File: config.mk
export PLATFORM = sky130hd
export DESIGN_NAME = sram_port_arbiter
export DESIGN_NICKNAME = d
export VERILOG_FILES = /design/src/rtl/sram_port_arbiter.sv
export SDC_FILE = /design/constraint.sdc
export NUM_CORES = 1
export LEC_CHECK = 0
export ABC_CLOCK_PERIOD_IN_PS = 2100
export CELL_PAD_IN_SITES_DETAIL_PLACEMENT = 0
export CELL_PAD_IN_SITES_GLOBAL_PLACEMENT = 2
export CORE_MARGIN = 2
export CORE_UTILIZATION = 25
export DETAILED_ROUTE_END_ITERATION = 7
export PLACE_DENSITY = 0.76
export RECOVER_POWER = 50
export SLEW_MARGIN = 5
export SYNTH_ARGS = -nofsm -noshare
export SYNTH_HDL_FRONTEND = slang
export SYNTH_SLANG_ARGS = --single-unit
File: constraint.sdc
create_clock -name clk_100 -period 2.1 [get_ports clk_100]
set_clock_uncertainty 0.05 [all_clocks]
set_input_delay 0.42 -clock clk_100 [delete_from_list [all_inputs] [get_ports clk_100]]
set_output_delay 0.42 -clock clk_100 [all_outputs]
set_load 0.02 [all_outputs]
File: src/rtl/sram_port_arbiter.sv
// sram_port_arbiter: shares one pipelined (ZBT-style) SRAM between the camera
// write path and the DWT read path. One access per cycle, reads return in
// grant order with fixed latency, and a streak counter bounds how long the
// non-preferred side can be kept waiting.
module sram_port_arbiter #(
    parameter int ADDR_W    = 18,
    parameter int DATA_W    = 32,
    parameter int RD_LAT    = 2,
    parameter int BURST_MAX = 8
) (
    input  logic              clk_100,
    input  logic              rst,
    input  logic              arb_en,
    input  logic              prio_dwt,
    input  logic              cam_wr_req,
    input  logic [ADDR_W-1:0] cam_wr_addr,
    input  logic [DATA_W-1:0] cam_wr_data,
    output logic              cam_wr_ack,
    input  logic              dwt_rd_req,
    input  logic [ADDR_W-1:0] dwt_rd_addr,
    output logic              dwt_rd_ack,
    output logic [DATA_W-1:0] dwt_rd_data,
    output logic              dwt_rd_valid,
    output logic [ADDR_W-1:0] sram_addr,
    output logic              sram_ce_n,
    output logic              sram_we_n,
    output logic              sram_oe_n,
    output logic [DATA_W-1:0] sram_wdata,
    output logic              sram_wdata_oe,
    input  logic [DATA_W-1:0] sram_rdata
);

    localparam logic [7:0] BURST_MAX_C = 8'(BURST_MAX);

    logic              pref_req;
    logic              oth_req;
    logic              grant_pref;
    logic              grant_oth;
    logic              grant_cam;
    logic              grant_dwt;
    logic              grant;
    logic              prio_q;
    logic              prio_chg;
    logic              streak_at_max;
    logic [7:0]        streak_cnt;
    logic              rd_phase;

    // Operation pipeline: index 0 is the address cycle, index RD_LAT the data cycle.
    logic              vld_p   [0:RD_LAT];
    logic              wr_p    [0:RD_LAT];
    logic [DATA_W-1:0] wdata_p [0:RD_LAT];

    // Streak counter increment, saturating at BURST_MAX.
    function automatic logic [7:0] sat_inc(input logic [7:0] v);
        return (v >= BURST_MAX_C) ? v : v + 8'd1;
    endfunction

    assign prio_chg      = (prio_dwt != prio_q);
    assign streak_at_max = (streak_cnt == BURST_MAX_C);

    // Grant decision: preferred side wins ties until its streak hits BURST_MAX.
    always_comb begin
        pref_req   = prio_dwt ? dwt_rd_req : cam_wr_req;
        oth_req    = prio_dwt ? cam_wr_req : dwt_rd_req;
        grant_pref = 1'b0;
        grant_oth  = 1'b0;
        if (arb_en) begin
            if (pref_req && oth_req) begin
                if (streak_at_max) begin
                    grant_oth = 1'b1;
                end else begin
                    grant_pref = 1'b1;
                end
            end else if (pref_req) begin
                grant_pref = 1'b1;
            end else if (oth_req) begin
                grant_oth = 1'b1;
            end
        end
        grant_cam = prio_dwt ? grant_oth : grant_pref;
        grant_dwt = prio_dwt ? grant_pref : grant_oth;
        grant     = grant_cam | grant_dwt;
    end

    // Acks are combinational so the requester advances on the sampling edge.
    assign cam_wr_ack = rst & grant_cam;
    assign dwt_rd_ack = rst & grant_dwt;

    // Previous priority setting, only used to spot a change; tracks through reset.
    always_ff @(posedge clk_100) begin
        prio_q <= prio_dwt;
    end

    // Starvation bound: count preferred grants made while the other side waits.
    always_ff @(posedge clk_100 or negedge rst) begin
        if (!rst) begin
            streak_cnt <= 8'd0;
        end else if (prio_chg || grant_oth || !oth_req) begin
            streak_cnt <= 8'd0;
        end else if (grant_pref) begin
            streak_cnt <= sat_inc(streak_cnt);
        end
    end

    // Address cycle pins; the address holds between accesses.
    always_ff @(posedge clk_100 or negedge rst) begin
        if (!rst) begin
            sram_addr <= '0;
            sram_ce_n <= 1'b1;
            sram_we_n <= 1'b1;
        end else begin
            sram_ce_n <= ~grant;
            sram_we_n <= ~grant_cam;
            if (grant) begin
                sram_addr <= grant_cam ? cam_wr_addr : dwt_rd_addr;
            end
        end
    end

    // Shift register carrying each access from address cycle to data cycle.
    always_ff @(posedge clk_100 or negedge rst) begin
        if (!rst) begin
            for (int i = 0; i <= RD_LAT; i++) begin
                vld_p[i]   <= 1'b0;
                wr_p[i]    <= 1'b0;
                wdata_p[i] <= '0;
            end
        end else begin
            vld_p[0]   <= grant;
            wr_p[0]    <= grant_cam;
            wdata_p[0] <= grant_cam ? cam_wr_data : '0;
            for (int i = 1; i <= RD_LAT; i++) begin
                vld_p[i]   <= vld_p[i-1];
                wr_p[i]    <= wr_p[i-1];
                wdata_p[i] <= wdata_p[i-1];
            end
        end
    end

    // Data cycle: write and read phases come from the same stage, so the
    // FPGA drive enable and the SRAM output enable can never overlap.
    assign rd_phase      = vld_p[RD_LAT] & ~wr_p[RD_LAT];
    assign sram_oe_n     = ~rd_phase;
    assign sram_wdata_oe = vld_p[RD_LAT] & wr_p[RD_LAT];
    assign sram_wdata    = wdata_p[RD_LAT];

    // Capture the bus at the end of the read data cycle and strobe it out.
    always_ff @(posedge clk_100 or negedge rst) begin
        if (!rst) begin
            dwt_rd_valid <= 1'b0;
            dwt_rd_data  <= '0;
        end else begin
            dwt_rd_valid <= rd_phase;
            if (rd_phase) begin
                dwt_rd_data <= sram_rdata;
            end
        end
    end

endmodule

# [Word-level counts from Yosys, hierarchy flattened]
# Cells that the tools add are included.
[word_totals] reg_bits=164 latch_bits=0 mem_bits_rw=0 romBits=0 input_bits=106 output_inout_bits=89 word_cells=54 n_memories=0
[classes] addsub=1 mul=0 div=0 order_cmp=1 eq_ne=3 shift=0 muxes=18 bitwise_logic=9 reduce_logical=6
[ops] op="$mux W32" count=1
[ops] op="$mux W8" count=3
[ops] op="$mux W18" count=1
[ops] op="$mux W1" count=13
[ops] op="$add A8 B1 Y8 const B" count=1
[ops] op="$eq A8 B4 Y1 const B" count=1
[ops] op="$ge A8 B4 Y1 const B" count=1
[ops] op="$and A1 B1 Y1" count=4
[ops] op="$not A1 Y1" count=4
[ops] op="$logic_or A1 B1 Y1" count=2
[ops] op="$ne A2 B2 Y1 const B" count=1
[ops] op="$reduce_and A2 Y1" count=1
[ops] op="$reduce_bool A2 Y1" count=1
[ops] op="$logic_and A1 B1 Y1" count=1
[ops] op="$logic_not A1 Y1" count=1
[ops] op="$ne A1 B1 Y1" count=1
[ops] op="$or A1 B1 Y1" count=1

# [Depth between registers and ports, before layout]
# Gate-level depths: netlist of the first run.
[depth] ltp_word=9 depth_mapped=8 mapped_depth_nobuf=6

# [Worst setup path before layout of the first run]
# Ideal clock, no wire load.
[synth_path] path_kind="reg2out" from="register streak_cnt[6]" to="output cam_wr_ack" arrival_ns=1.938 t_required_ns=1.630 setup_slack_ns=-0.308 stages_incl_launch_ff=7 n_path_buf=2 cell_sequence="dfrtp_1 -> or4_1 -> buf_2 -> o211a_1 -> buf_6 -> nor3_4 -> and2_1"
[synth_between] elab_chain_len=6 word_cells_on_any_way=9 classes_between="1 x eq/ne; 7 x mux; 1 x bitwise"
[synth_rtl] element="start: declaration" line_no="45" text="logic [7:0] streak_cnt;"
[synth_rtl] element="start signal: assignment" line_no="101" text="streak_cnt <= sat_inc(streak_cnt);"
[synth_rtl] element="$eq A8 B4 Y1 *" line_no="59" text="assign streak_at_max = (streak_cnt == BURST_MAX_C);"
[synth_rtl] element="$mux W1" line_no="69" text="if (streak_at_max) begin"
[synth_rtl] element="$mux W1" line_no="68" text="if (pref_req && oth_req) begin"
[synth_rtl] element="$mux W1" line_no="67" text="if (arb_en) begin"
[synth_rtl] element="$mux W1 *" line_no="80" text="grant_cam = prio_dwt ? grant_oth : grant_pref;"
[synth_rtl] element="$and A1 B1 Y1 *" line_no="86" text="assign cam_wr_ack = rst & grant_cam;"
[synth_rtl] element="end: declaration" line_no="18" text="output logic cam_wr_ack,"
# Every way passes the cells marked *; elsewhere a longest branch is shown, timed or not.

# [Worst setup path in the final report of the first run]
[layout_path] from="register streak_cnt[4]" to="output cam_wr_ack"
# Same word-level chain as after synthesis.

==> results.yml, run 1 <==
status:
  status: "finished with violations"
  violations: "setup timing"
synthesis:
  synth_area_per_cell_um2: 14.0
  synthXorXnorAreaFrac_pct: 0.448
  synthAdderAreaFrac_pct: 0.426
  ys_ff_latch: 164
  synth_compound_area_share_pct: 3.71
  syn_inst: 419
  yosys-mux-area-fraction_pct: 6.50
  ys_seq_area_share_pct: 69.9
  syn_nets: 527
  netlist_area_um2: 5870
  synthDistinctLibCells: 32
  synth_top_family_by_area: "simple AND/OR/NAND/NOR gates"
  yosys_warnings: 0
  synth-simple-area-share_pct: 12.5
routing:
  vias_per_cell: 4.09
  drc: 0
  wl_per_cell_um: 15.3
  wl_um: 14400
  drt_first_pass_iters: 4
  first_iter_violations: 142
  drtAntennaViolNets: 0
  vias: 3856
place:
  place_congestion: 0.790
  portBuffers: 194
  dp_hpwl_um: 9860
final_layout:
  nFillCells: 2215
  drive_gt1_share_pct: 25.8
  fin_nets: 718
  mostFrequentLayoutCells: "clkdlybuf4s50_1 (190), dfrtp_1 (161), and2_1 (39)"
  antenna_cells: 0
  mostFrequentLayoutCell: "clkdlybuf4s50_1"
  syn_to_final_growth_pct: 57.7
critical_path:
  worst_ep_required_time_ns: 1.63
  r2r-end: "sram_addr[1]"
  worstSetupPathType: "reg -> out"
  crit_arrival_ns: 2.15
  end_kind: "output pin"
  r2r-start: "streak_cnt[4]"
  crit_fanout: 2
  startpoint: "streak_cnt[4]"
  critPathLaunchType: "flop"
  r2r_cells: 7
  rrSetupSlack_ns: -0.10
floorplan:
  io_pins: 195
  die_h_um: 157
  initial_core_util_pct: 25.2
  core_area_um2: 23300
  core.rowCount: 56
  dieArea_um2: 24700
  die_w_um: 157
timing:
  setup_ws_ns: -0.520
  hold_viol: 0
  fmax_mhz: 382
  worst_slew_pin_slew_ns: 1.48
  post-route-period-util_pct: 125
  setup_tns_ns: -2.42
  finalCriticalPeriod_ns: 2.62
  grt_setup_unrepaired: "yes"
  setup_viol: 20
  holdWs_ns: 0.291
  slew_violations: 0
  slew_headroom_pct: 1.48
global_routing:
  antenna_found_initial: 0
  grt_pass1_wl_um: 22100
  grtUsageTotal_pct: 11.8
  grt_pass1_vias: 4188
  grt_max_degree: 164
  grt-ovfl-total: 0
power:
  switching_share_pct: 27.4
  p_per_area_nw_per_um2: 844
  switchingPower_w: 0.00214
  leakage_nw: 4.03
  p_seq_share_pct: 44.7
  clkPwrFrac_pct: 38.8
  combinationalPowerShare_pct: 16.6
  p_int_w: 0.00567
  vdd_drop_max_uv: 393
hold_path:
  holdCritStartpoint: "wdata_p[69]"
  hold-path-endpoint: "wdata_p[37]"
  hold_depth: 0
  min_path_type: "reg -> reg"
clocking:
  numCtsBuffers: 17
  cts-root-buf: "clkbuf_16"
  cts_tree: "done"
  cts_htree_levels: 4
  path_clk_slew_ns: 0.07
  clock_latency_ns: 0.42
  clockBufferDepth: 2
  cts_sinks: 164
job:
  maxCapViolCount: 0
==> registers in the layout, summed over array words and instances (netlist names), 3 cells and up <==
register and cells:
sram_wdata 32, wr_p 3, streak_cnt 8, sram_addr 18, vld_p 3, wdata_p 64, dwt_rd_data 32
==> power groups by stage <==
stage / Clock (W) / Sequential (W) / Combinational (W)
floorplan: 0 / 0.00373 / 0.000325
global placement: 0 / 0.00355 / 0.00120
detailed placement: 0 / 0.00355 / 0.00122
CTS: 0.00313 / 0.00349 / 0.00126
global route: 0.00328 / 0.00351 / 0.00138
finish: 0.00303 / 0.00349 / 0.00129
==> synth_stat cells, drive strengths merged <==
cell | count | area (um2)
xnor2 | 3 | 26.3
nand3b | 1 | 7.51
or3 | 1 | 6.26
or4 | 1 | 7.51
nand3 | 40 | 200
and2 | 40 | 250
nor3 | 2 | 32.5
nor2b | 3 | 18.8
nand4 | 1 | 6.26
o311ai | 18 | 158
ha | 2 | 25.0
nor2 | 2 | 7.51
dfstp | 2 | 52.6
o21ai | 1 | 5.00
and3 | 18 | 113
o211a | 1 | 10.0
a21oi | 2 | 10.0
o211ai | 1 | 12.5
inv | 4 | 15.0
mux2 | 33 | 372
dfrtp | 161 | 4030
dfxtp | 1 | 20.0
nand2b | 1 | 6.26
buf | 39 | 307
clkbuf | 16 | 60.1
nand2 | 19 | 71.3
mux2i | 1 | 10.0
nor4 | 1 | 6.26
clkinv | 1 | 3.75
o21a | 3 | 22.5
==> repair_timing <==
| item | in CTS | in global routing |
|---|---|---|
| endpoints found under the setup margin | 54 | 61 |
| cloned | 1 | 0 |
| resized for setup | 71 | 44 |
| pin swaps | 14 | 11 |
| setup buffers | 5 | 3 |
| hold buffers | 0 | 0 |
==> worst max-delay path by stage <==
stage	endpoint
2_1_floorplan	cam_wr_ack
3_3_place_gp	dwt_rd_ack
3_5_place_dp	dwt_rd_ack
4_1_cts	cam_wr_ack
5_1_grt	cam_wr_ack
6_report	cam_wr_ack
==> cells by family (layout without fill, tap and decap cells) <==
kind of cell	Yosys count	count (layout)
XOR/XNOR	3	3
adder cells (fa/ha/maj)	2	2
buffers and inverters	60	264
flip-flops	164	164
multiplexers	34	34
AO/OA/AOI/OAI	26	26
AND/OR/NAND/NOR	130	130
==> routing by layer <==
layer	routed length (um)	vias up	GRT usage, %
li1	-	1777	-
met1	5900	1916	13.8
met2	7220	147	19.6
met3	1100	16	4.35
met4	226	0	4.59
met5	0	-	0
==> metrics by stage <==
stage | power [W] | setup WS (ns) | util, % | area, um2 | instances
finish | 0.00781 | -0.520 | 39.8 | 9260 | 942
floorplan | 0.00405 | -0.208 | - | 5880 | 419
global route | 0.00818 | -0.610 | 39.8 | 9260 | 942
CTS | 0.00789 | -0.622 | 38.5 | 8960 | 940
global placement | 0.00475 | -0.344 | 34.7 | 8070 | 902
detailed placement | 0.00477 | -0.331 | 34.7 | 8070 | 902
==> worst max-delay path, cell delays in order (launching register included) <==
cell	delay [ns]
dfrtp_1	0.39
or4_4	0.55
buf_6	0.14
o211a_4	0.23
nor3_4	0.14
and2_4	0.17
buf_6	0.11
==> cell type report <==
class,instances,area (um2),area share [%]
Timing Repair Buffer,227,2260,24.4
Clock buffer,17,425,4.60
Sequential cell,164,4100,44.3
Clock inverter,15,169,1.83
Inverter,5,18.8,0.203
Tap cell,319,399,4.31
Multi-Input combinational cell,195,1880,20.3
No activity file was read; power rests on OpenSTA's default activity.
==> run 2, diff against run 1 <==
- CORE_UTILIZATION: 25 -> 27
- CTS_CLUSTER_SIZE: not set -> 12
- PLACE_DENSITY: 0.76 -> 0.81
==> run 2 against run 1 <==
Net effect: the flow finishes with violations (capacitance limit, slew limit, setup timing); total power rose by 0.43%; hold slack worse by 0.0018 ns; global-route usage is 0.49 points higher; combinational power down 4%; sequential share of layout area grew 0.91 points; clock-buffer cell count stayed put; final area is 2.0% lower; register-to-register slack lost 0.08 ns; critical path type unchanged; largest power group unchanged.
==> results.yml, run 2 (synthesis gave the netlist of run 1 again) <==
final_layout:
  syn_to_final_growth_pct: 54.5
  drive_gt1_share_pct: 24.0
  finish.utilization_pct: 42.9
  fin_nets: 720
  finalNonFillerCells: 900
  design_area_um2: 9070
  largest_register_ff_count: 64
  mostFrequentLayoutCells: "clkdlybuf4s50_1 (189), dfrtp_1 (161), and2_1 (39)"
  antenna_cells: 0
  mostFrequentLayoutCell: "clkdlybuf4s50_1"
  regMostFlops: "wdata_p"
power:
  switchingPower_w: 0.00208
  combinationalPowerShare_pct: 15.9
  leakage_nw: 4.07
  p_int_w: 0.00577
  p_per_area_nw_per_um2: 865
  vdd_drop_max_uv: 459
  clkPwrFrac_pct: 39.7
  switching_share_pct: 26.5
  p_seq_share_pct: 44.5
critical_path:
  rrSetupSlack_ns: -0.18
  worst_ep_required_time_ns: 1.63
  r2r_cells: 8
  end_kind: "output pin"
  crit_arrival_ns: 2.20
  worstSetupPathType: "reg -> out"
  r2r-start: "streak_cnt[6]"
  crit_fanout: 2
  critPathLaunchType: "flop"
  r2r-end: "sram_addr[14]"
timing:
  post-route-period-util_pct: 127
  finalCriticalPeriod_ns: 2.67
  setup_ws_ns: -0.569
  grt_setup_unrepaired: "yes"
  slew_headroom_pct: -36.8
  fmax_mhz: 375
  hold_viol: 0
  worst_slew_pin_slew_ns: 2.05
  slew_violations: 164
  setup_viol: 22
clocking:
  cts-root-buf: "clkbuf_16"
  numCtsBuffers: 17
  cts_sinks: 164
  cts_hold_buf: 0
  cts_tree: "done"
  clockBufferDepth: 2
  path_clk_slew_ns: 0.07
  cts_htree_levels: 4
  clock_latency_ns: 0.42
routing:
  wl_per_cell_um: 15.4
  drt_first_pass_iters: 4
  first_iter_violations: 129
  wl_um: 13800
  vias_per_cell: 4.31
  drtAntennaViolNets: 0
  drc: 0
  vias: 3882
place:
  place_congestion: 0.805
  dp_hpwl_um: 9440
  dp_slack_ns: -0.272
  portBuffers: 194
  place_area_um2: 8000
  place_inst: 859
hold_path:
  min_path_type: "reg -> reg"
  hold_depth: 0
  holdCritStartpoint: "wdata_p[55]"
  hold-path-endpoint: "sram_wdata[23]"
status:
  violations: "capacitance limit, slew limit, setup timing"
  status: "finished with violations"
floorplan:
  io_pins: 195
  dieArea_um2: 22900
  die_w_um: 151
  die_h_um: 151
  initial_core_util_pct: 27.8
  core_area_um2: 21200
  core.rowCount: 53
global_routing:
  grt-ovfl-total: 0
  antenna_found_initial: 0
  grt_max_degree: 164
  grt_pass1_vias: 4153
  grtUsageTotal_pct: 12.2
  grt_pass1_wl_um: 21500
job:
  maxCapViolCount: 1
run 2: changes by cell type in the layout (fill, tap and decap cells not counted), moves of 3 or more:
cell	delta
buf_12	-3
buf_4	+5
o311ai_1	+8
o311ai_2	-3
o311ai_0	+7
nand3_4	+8
nand3_2	-7
buf_16	+3
o311ai_4	-12
run 2: power groups by stage:
stage | logic, W | clock network (W) | registers [W]
after global routing | 0.00134 | 0.00335 | 0.00352
final | 0.00124 | 0.00311 | 0.00349
after floorplan | 0.000325 | 0 | 0.00373
after CTS | 0.00123 | 0.00322 | 0.00349
after global placement | 0.00119 | 0 | 0.00354
after detailed placement | 0.00121 | 0 | 0.00355
run 2: stage by stage:
| stage | TNS [ns] | hold WS, ns | total power (W) |
|---|---|---|---|
| floorplan | -0.208 | 0.0744 | 0.00405 |
| global placement | -1.93 | 0.281 | 0.00473 |
| detailed placement | -4.14 | 0.285 | 0.00476 |
| CTS | -5.60 | 0.161 | 0.00794 |
| global route | -41.07 | 0.291 | 0.00821 |
| finish | -3.87 | 0.289 | 0.00784 |
run 2: cell type report:
class,count,area (um2)
fill,1931,12100
inverter,5,18.8
sequential,164,4100
clock buffer,17,425
tap,275,344
multi-input combinational,195,1700
clock inverter,15,181
timing repair buffer,229,2290
run 2: timing repair:
action,in CTS,in global routing
pin swaps,10,14
setup buffers,3,3
endpoints found under the setup margin,53,61
gates resized for setup,39,47
gates cloned,3,0
run 2: how the worst max path moves through the flow:
stage	from	end	slack [ns]	depth (start not counted)
after global routing	streak_cnt[6]	cam_wr_ack	-0.63	7
after global placement	streak_cnt[4]	dwt_rd_ack	-0.30	5
final	streak_cnt[6]	cam_wr_ack	-0.57	6
after detailed placement	streak_cnt[4]	dwt_rd_ack	-0.27	5
after CTS	streak_cnt[6]	cam_wr_ack	-0.64	6
after floorplan	streak_cnt[4]	cam_wr_ack	-0.21	6
run 2: worst max-delay path: stages, from the launching register on:
cell and delay [ns]:
dfrtp_1 0.39, or4_4 0.55, buf_6 0.14, o211a_4 0.24, nor3_4 0.15, and2_4 0.19, buf_6 0.12
run 2: per-layer routing:
layer / global-route usage [%] / up-vias / part of all wire (%)
met5: 0 / - / 0
met4: 4.58 / 0 / 1.3
met3: 4.19 / 15 / 8.0
met2: 20.8 / 158 / 51
met1: 14.4 / 1926 / 40
li1: - / 1783 / -
